File: src/rtl/cache_miss_controller.sv
// cache_miss_controller
// Miss-handling control stage for a 2-way set-associative cache. It sits
// behind the hit encoder, keeps per-set valid/dirty/LRU state, picks a victim
// on a miss, sequences the beat-counted writeback and refill handshakes with
// memory, and drives the data/tag array strobes and the CPU completion pulse.
//
// Ports
//   clk, rst          system clock, synchronous active-high reset
//   cpu_req/cpu_we    CPU request (held until cpu_ready) and store flag
//   cpu_index         set index of the request
//   miss, way_f       hit-encoder result; sampled only when a request is accepted
//   cpu_ready         one-cycle completion pulse
//   busy              controller is not idle
//   wb_req            writeback in progress
//   refill_req        refill in progress
//   mem_ack           one pulse per transferred beat
//   beat_idx          current beat within the line
//   act_way           way being accessed, written back or refilled
//   array_we          data array word write strobe
//   tag_we            tag write strobe (act_way at the latched index)
module cache_miss_controller #(
  parameter int INDEX_W = 4,
  parameter int BEATS   = 4,
  parameter int BEAT_W  = 2
) (
  input  logic               clk,
  input  logic               rst,
  input  logic               cpu_req,
  input  logic               cpu_we,
  input  logic [INDEX_W-1:0] cpu_index,
  input  logic               miss,
  input  logic               way_f,
  output logic               cpu_ready,
  output logic               busy,
  output logic               wb_req,
  output logic               refill_req,
  input  logic               mem_ack,
  output logic [BEAT_W-1:0]  beat_idx,
  output logic               act_way,
  output logic               array_we,
  output logic               tag_we
);

  localparam int SETS = 1 << INDEX_W;

  typedef enum logic [1:0] {
    IDLE      = 2'd0,
    WRITEBACK = 2'd1,
    REFILL    = 2'd2,
    RESPOND   = 2'd3
  } state_t;

  state_t state_q, state_d;

  logic [SETS-1:0][1:0] valid_q;
  logic [SETS-1:0][1:0] dirty_q;
  logic [SETS-1:0]      lru_q;     // way to evict next when both ways are valid

  logic [INDEX_W-1:0] idx_q;
  logic               we_q;
  logic               act_way_q;
  logic [BEAT_W-1:0]  beat_q;

  logic accept;       // request taken this cycle
  logic victim;
  logic victim_wb;    // victim holds modified data and must be written back
  logic last_beat;

  assign accept    = (state_q == IDLE) && cpu_req;
  assign last_beat = (beat_q == BEAT_W'(BEATS - 1));

  // Fill invalid ways first (way 0 before way 1), otherwise follow LRU.
  always_comb begin
    victim = lru_q[cpu_index];
    if (!valid_q[cpu_index][0])      victim = 1'b0;
    else if (!valid_q[cpu_index][1]) victim = 1'b1;
    victim_wb = valid_q[cpu_index][victim] && dirty_q[cpu_index][victim];
  end

  // State register
  always_ff @(posedge clk) begin
    if (rst) state_q <= IDLE;
    else     state_q <= state_d;
  end

  // Next-state logic
  always_comb begin
    state_d = state_q;
    unique case (state_q)
      IDLE: begin
        if (cpu_req) begin
          if (!miss)          state_d = RESPOND;
          else if (victim_wb) state_d = WRITEBACK;
          else                state_d = REFILL;
        end
      end
      WRITEBACK: if (mem_ack && last_beat) state_d = REFILL;
      REFILL:    if (mem_ack && last_beat) state_d = RESPOND;
      RESPOND:   state_d = IDLE;
      default:   state_d = IDLE;
    endcase
  end

  // Datapath / bookkeeping state
  always_ff @(posedge clk) begin
    if (rst) begin
      valid_q   <= '0;
      dirty_q   <= '0;
      lru_q     <= '0;
      idx_q     <= '0;
      we_q      <= 1'b0;
      act_way_q <= 1'b0;
      beat_q    <= '0;
    end else begin
      unique case (state_q)
        IDLE: begin
          if (cpu_req) begin
            idx_q  <= cpu_index;
            we_q   <= cpu_we;
            beat_q <= '0;
            if (!miss) begin
              act_way_q        <= way_f;
              lru_q[cpu_index] <= ~way_f;
              if (cpu_we) dirty_q[cpu_index][way_f] <= 1'b1;
            end else begin
              act_way_q <= victim;
            end
          end
        end
        WRITEBACK: begin
          // Counter wraps to 0 on the last beat, ready for the refill.
          if (mem_ack) beat_q <= beat_q + 1'b1;
        end
        REFILL: begin
          if (mem_ack) begin
            beat_q <= beat_q + 1'b1;
            if (last_beat) begin
              valid_q[idx_q][act_way_q] <= 1'b1;
              dirty_q[idx_q][act_way_q] <= we_q;
              lru_q[idx_q]              <= ~act_way_q;
            end
          end
        end
        default: ;
      endcase
    end
  end

  // Output logic. Strobes are masked by rst so an aborted transfer never
  // writes the arrays in the reset cycle.
  always_comb begin
    cpu_ready  = (state_q == RESPOND);
    busy       = (state_q != IDLE);
    wb_req     = (state_q == WRITEBACK);
    refill_req = (state_q == REFILL);
    beat_idx   = beat_q;
    act_way    = act_way_q;
    array_we   = 1'b0;
    tag_we     = 1'b0;
    if (!rst) begin
      // A hit is serviced in the accept cycle, so the way comes straight
      // from the hit encoder rather than the latched copy.
      if (accept && !miss) begin
        act_way  = way_f;
        array_we = cpu_we;
      end
      if ((state_q == REFILL) && mem_ack) begin
        array_we = 1'b1;
        tag_we   = last_beat;
      end
    end
  end

endmodule

File: config.mk
export PLATFORM = sky130hd
export DESIGN_NAME = cache_miss_controller
export DESIGN_NICKNAME = d
export VERILOG_FILES = /design/src/rtl/cache_miss_controller.sv
export SDC_FILE = /design/constraint.sdc
export NUM_CORES = 1
export LEC_CHECK = 0
export BUFFER_PORTS_ARGS = -buffer_cell sky130_fd_sc_hd__buf_4
export CELL_PAD_IN_SITES_DETAIL_PLACEMENT = 1
export CELL_PAD_IN_SITES_GLOBAL_PLACEMENT = 2
export CORE_UTILIZATION = 39
export CTS_CLUSTER_SIZE = 30
export DETAILED_ROUTE_END_ITERATION = 7
export HOLD_SLACK_MARGIN = 0.15
export PLACE_DENSITY_LB_ADDON = 0.1
export SLEW_MARGIN = 20
export SYNTH_ARGS = -nofsm -noshare
export SYNTH_HDL_FRONTEND = slang
export SYNTH_SLANG_ARGS = --single-unit
File: constraint.sdc
create_clock -name clk -period 2.9 [get_ports clk]
set_input_delay 0.435 -clock clk [delete_from_list [all_inputs] [get_ports clk]]
set_output_delay 0.435 -clock clk [all_outputs]
set_load 0.005 [all_outputs]
== After elaboration in Yosys (flattened, before gate mapping) ==
Cells that the tools add are included.

* Register bits after elaboration: 90

* Add/subtract/negate cells: 1
* Order comparisons: 9
* Eq/ne operators: 12
* Multiplexer cells: 55
* Bitwise gates (word level): 4
* Reduce and logical (&&, ||, !) cells: 21

{| class="wikitable"
|+ Operators with widths
! cell !! number
|-
| $mux 32 || 5
|-
| $mux 16 || 4
|-
| $or 32x32->32 || 2
|-
| $pmux 32 s2 || 1
|-
| $bwmux 16 || 2
|-
| $bwmux 32 || 1
|-
| $pmux 16 s2 || 1
|-
| $mux 2 || 11
|-
| $mux 1 || 19
|-
| $bmux 2 s4 || 2
|-
| $demux 2 s4 || 2
|-
| $lt 4x5->1 const B || 2
|-
| $ne 2x1->1 const B || 5
|-
| $logic_and 1x1->1 || 9
|-
| $reduce_and 3->1 || 3
|-
| $demux 1 s4 || 2
|-
| $ge 4x1->1 const B || 2
|-
| $pmux 2 s4 || 1
|-
| $eq 2x2->1 const B || 3
|-
| $lt 1x2->1 const B || 3
|-
| $ne 2x2->1 const B || 3
|-
| $reduce_and 6->1 || 1
|-
| $reduce_bool 2->1 || 3
|-
| $reduce_and 5->1 || 1
|-
| other kinds (11) || 14
|}

== Logic depth before layout (Yosys ltp) ==
* Depth after elaboration: 11
* Gate-level depth with buffers: 9
* Gate-level depth less buffers: 7

== Least setup slack after synthesis ==
Ideal clock, no wire load.

* Kind: register -> register
* Start point: register state_q[0]
* End point: register dirty_q[6] in the netlist's numbering
* Library setup time: 0.138 ns
* Arrival: 2.041 ns
* Required time: 2.762 ns
* Slack: 0.721 ns
* Stages on the path, launching flop included: 10
* Clock period less this slack: 2.179 ns
* Cell sequence: dfxtp_1 > inv_1 > ha_1 > buf_2 > nor2b_1 > a2111oi_4 > nand2_1 > nor2_2 > buf_4 > a211oi_1

* Longest elaborated chain between the ends: 3

{| class="wikitable"
|+ Ends and longest elaborated chain
! item !! line !! source
|-
| start: declaration || 53 || <nowiki>state_t state_q, state_d;</nowiki>
|-
| start signal: assignment || 83 || <nowiki>else state_q <= state_d;</nowiki>
|-
| $eq 2x2->1 / $logic_not 2->1 (equally long branches) || 115 || <nowiki>unique case (state_q)</nowiki>
|-
| $ne 2x1->1 (no source line), or another cell as far along || -- ||
|-
| $reduce_and 6->1 (no source line) || -- ||
|-
| end signal: indexed assignment || 139 || <nowiki>dirty_q[idx_q][act_way_q] <= we_q;</nowiki>
|-
| end: declaration || 56 || <nowiki>logic [SETS-1:0][1:0] dirty_q;</nowiki>
|}

Several ways; a longest one is shown, not always the timed one.
A chain may end at the register's enable or synchronous reset.

== Worst setup path in the final report ==
* Start point: register state_q[0]
* End point: output port act_way

* Longest elaborated chain between the ends: 5

{| class="wikitable"
|+ Ends and longest elaborated chain
! item !! line !! source
|-
| $logic_not 2->1 || 69 || <nowiki>assign accept = (state_q == IDLE) && cpu_req;</nowiki>
|-
| $logic_and 1x1->1 || 69 ||
|-
| $logic_and 1x1->1 || 163 || <nowiki>if (accept && !miss) begin</nowiki>
|-
| $mux 1 || 163 ||
|-
| $mux 1 || 160 || <nowiki>if (!rst) begin</nowiki>
|-
| end: declaration || 39 || <nowiki>output logic act_way,</nowiki>
|}

Every way passes these cells.

==> flow_summary_export.csv <==
group,metric,value,unit
logic_synthesis,synth_cell_types,58,
drt,drt_first_pass_iters,5,
drt,viasPerCell,6.269,
die,die_y,115.0,um
worst_setup_path,cp.arrival,2210,ps
timing,slew_headroom,0.4272,
final_layout,stdcell_area,0.005568,sq mm
clock_network,cts_tree,"built",
final_layout,drive_gt1_frac,0.1521,
global_route,grt_pass1_vias,4841,
worst_setup_path,path_max_fanout,13,
logic_synthesis,synth_top_flop_cell,"dfxtp_1",
drt,drtIter0Drc,303,
clock_network,clkSinkCount,90,
timing,rsz0062_at_grt,"no",
global_route,antenna_found_initial,0,
die,rows,40,
clock_network,cts_hold_buf,0,
place,gp_congestion,0.8248,
logic_synthesis,netlist_instances,569,
global_route,grt_overflow,0,
timing,drv_slew,0,
drt,drc,0,
timing,clock_skew,6.573,ps
global_route,grt_pass1_wl,28.62,mm
logic_synthesis,async_flop_share,0,
timing,min_period,2649,ps
final_layout,syn_to_final_growth,11.78,%
worst_hold_path,hold_class,"input port to flop",
timing,clock.fmax,0.3775,GHz
global_route,grtUsageTotal,0.2904,
clock_network,clk_pin_slew,70,ps
logic_synthesis,synth_seq_cells,90,
drt,ant_nets,0,
drt,routed_wl,17.74,mm
clock_network,max-clock-path-buffers,2,
worst_setup_path,worst_ep_required_time,2470,ps
logic_synthesis,synth_edf_count,0,
clock_network,cts_resized,0,
place,portBuffers,19,
pwr,total_power,3.809,mW
worst_setup_path,cp-start-kind,"flop",
timing,tns,0,ps
final_layout,nNetsFinal,583,
die,ios,20,
clock_network,post_cts_buffers,0,
logic_synthesis,syn_area_per_cell,8.754,sq um
clock_network,h-tree-depth,3,
final_layout,antennaDiodeCount,0,
logic_synthesis,syn-num-nets,585,
logic_synthesis,synthesis.area,0.004981,sq mm
worst_setup_path,end_kind,"primary output",
timing,hold_ws,375.9,ps
logic_synthesis,synth-warning-count,0,
global_route,grt_max_degree,60,
place,dpl.hpwl,12.10,mm
job,maxCapViolCount,0,
timing,setup_violations,0,
clock_network,clock-root-buffer,"clkbuf_16",
status,status,"finished clean",
timing,hold_viol_final,0,
logic_synthesis,seq_area_frac_synth,0.3617,
timing,worst_slew_pin_slew,858.0,ps
pwr,p_leak,1.806,nW
pwr,power_density,684.1,mW/mm^2
timing,period_share,0.9135,
die,core,0.01221,sq mm
clock_network,insertion_delay,360,ps
die,die_w,115.0,um
worst_setup_path,critPathKind,"flop to primary output",
drt,post_drt_wl_per_cell,23.98,um
place,dpl_cell_area,0.005264,sq mm
final_layout,post-route-util,0.4559,
die,start_util,0.4079,
die,die_area,0.01323,sq mm
pwr,peakVddDrop,0.0003606,V
clock_network,cts_buffers,9,
drt,vias,4639,
## critical path: stages (launching register included)
cell and delay (ps):
dfxtp_1 340, inv_1 90, ha_1 290, buf_4 250
nand2_1 190, nor3_1 190, mux2_2 360, buf_4 130
## synth_stat cells, types with 6 or more instances
library cell / n / share of area
o22ai_1: 18 / 0.023
o2bb2ai_1: 28 / 0.049
nand2_1: 53 / 0.040
nand3_1: 14 / 0.014
mux2i_1: 10 / 0.020
a22o_1: 9 / 0.016
a21oi_1: 55 / 0.055
o21ai_0: 28 / 0.028
a211oi_1: 21 / 0.032
buf_2: 15 / 0.015
mux2_2: 6 / 0.014
or4b_1: 9 / 0.018
a22oi_1: 8 / 0.012
nand2b_1: 10 / 0.013
o21ai_1: 17 / 0.017
dfxtp_1: 90 / 0.36
nor2b_1: 9 / 0.011
nor3_1: 6 / 0.0060
a31oi_1: 13 / 0.016
inv_1: 6 / 0.0045
mux4_2: 16 / 0.072
nor2_1: 26 / 0.020
clkbuf_1: 33 / 0.025
## layout by cell type (no fill, tap or decap), types with 10 or more instances in the layout
master / n
o21ai_1: 17
a211oi_1: 21
mux4_2: 16
a21oi_1: 55
buf_4: 41
nor2_1: 26
nand2b_1: 10
mux2i_1: 10
dfxtp_1: 90
o2bb2ai_1: 28
nand2_1: 53
nand3_1: 14
o22ai_1: 18
o21ai_0: 28
a31oi_1: 13
## per-layer routing
layer	vias to the layer above	global-route usage	wire length, um
met5	-	0	0
met4	0	0.1212	491
met3	33	0.04006	533
met2	103	0.4663	8231
met1	2341	0.3923	8487
li1	2162	-	-
## per-stage QoR
| stage | setup slack (ps) | cells |
|---|---|---|
| 2_1_floorplan | 720.9 | 569 |
| 3_3_place_gp | 478.4 | 724 |
| 3_5_place_dp | 370.0 | 724 |
| 4_1_cts | 228.2 | 740 |
| 5_1_grt | 103.6 | 740 |
| 6_report | 250.8 | 740 |
## logic make-up (layout without fill, tap and decap cells)
family                   Yosys count  after routing  share of synthesized area
AND/OR/NAND/NOR                  163            163                     0.1778
AO/OA/AOI/OAI                    216            216                     0.2846
adder cells (fa/ha/maj)            5              5                    0.01256
flip-flops                        90             90                     0.3617
buffers and inverters             63             66                    0.05727
multiplexers                      32             32                     0.1060
## power by group
part | total [mW] | internal [mW] | switching [mW]
sequential | 1.40 | 1.29 | 0.105
combinational | 1.16 | 0.377 | 0.786
clock | 1.25 | 0.681 | 0.566
## final cells by class
type / count / area (sq um)
Fill cell: 1463 / 6644
Multi-Input combinational cell: 416 / 2894
Sequential cell: 90 / 1802
Timing Repair Buffer: 42 / 327.8
Clock buffer: 10 / 229.0
Tap cell: 168 / 210.2
Clock inverter: 6 / 75.07
Inverter: 8 / 30.03
## registers in the layout, indices dropped and copies added, names as in the netlist
| register | flops |
|---|---|
| lru_q | 16 |
| beat_idx | 2 |
| act_way_q | 1 |
| idx_q | 4 |
| we_q | 1 |
| valid_q | 32 |
| dirty_q | 32 |
| state_q | 2 |
## final timing paths
path / slack, ps / startpoint / end / cells past startpoint
setup reg to reg: 320 / state_q[0] / dirty_q[29] / 7
setup / recovery: 250 / state_q[0] / act_way / 7
hold / removal: 380 / cpu_we / we_q / 3
hold reg to reg: 460 / valid_q[10] / valid_q[10] / 1
No activity file was read; power rests on OpenSTA's default activity.
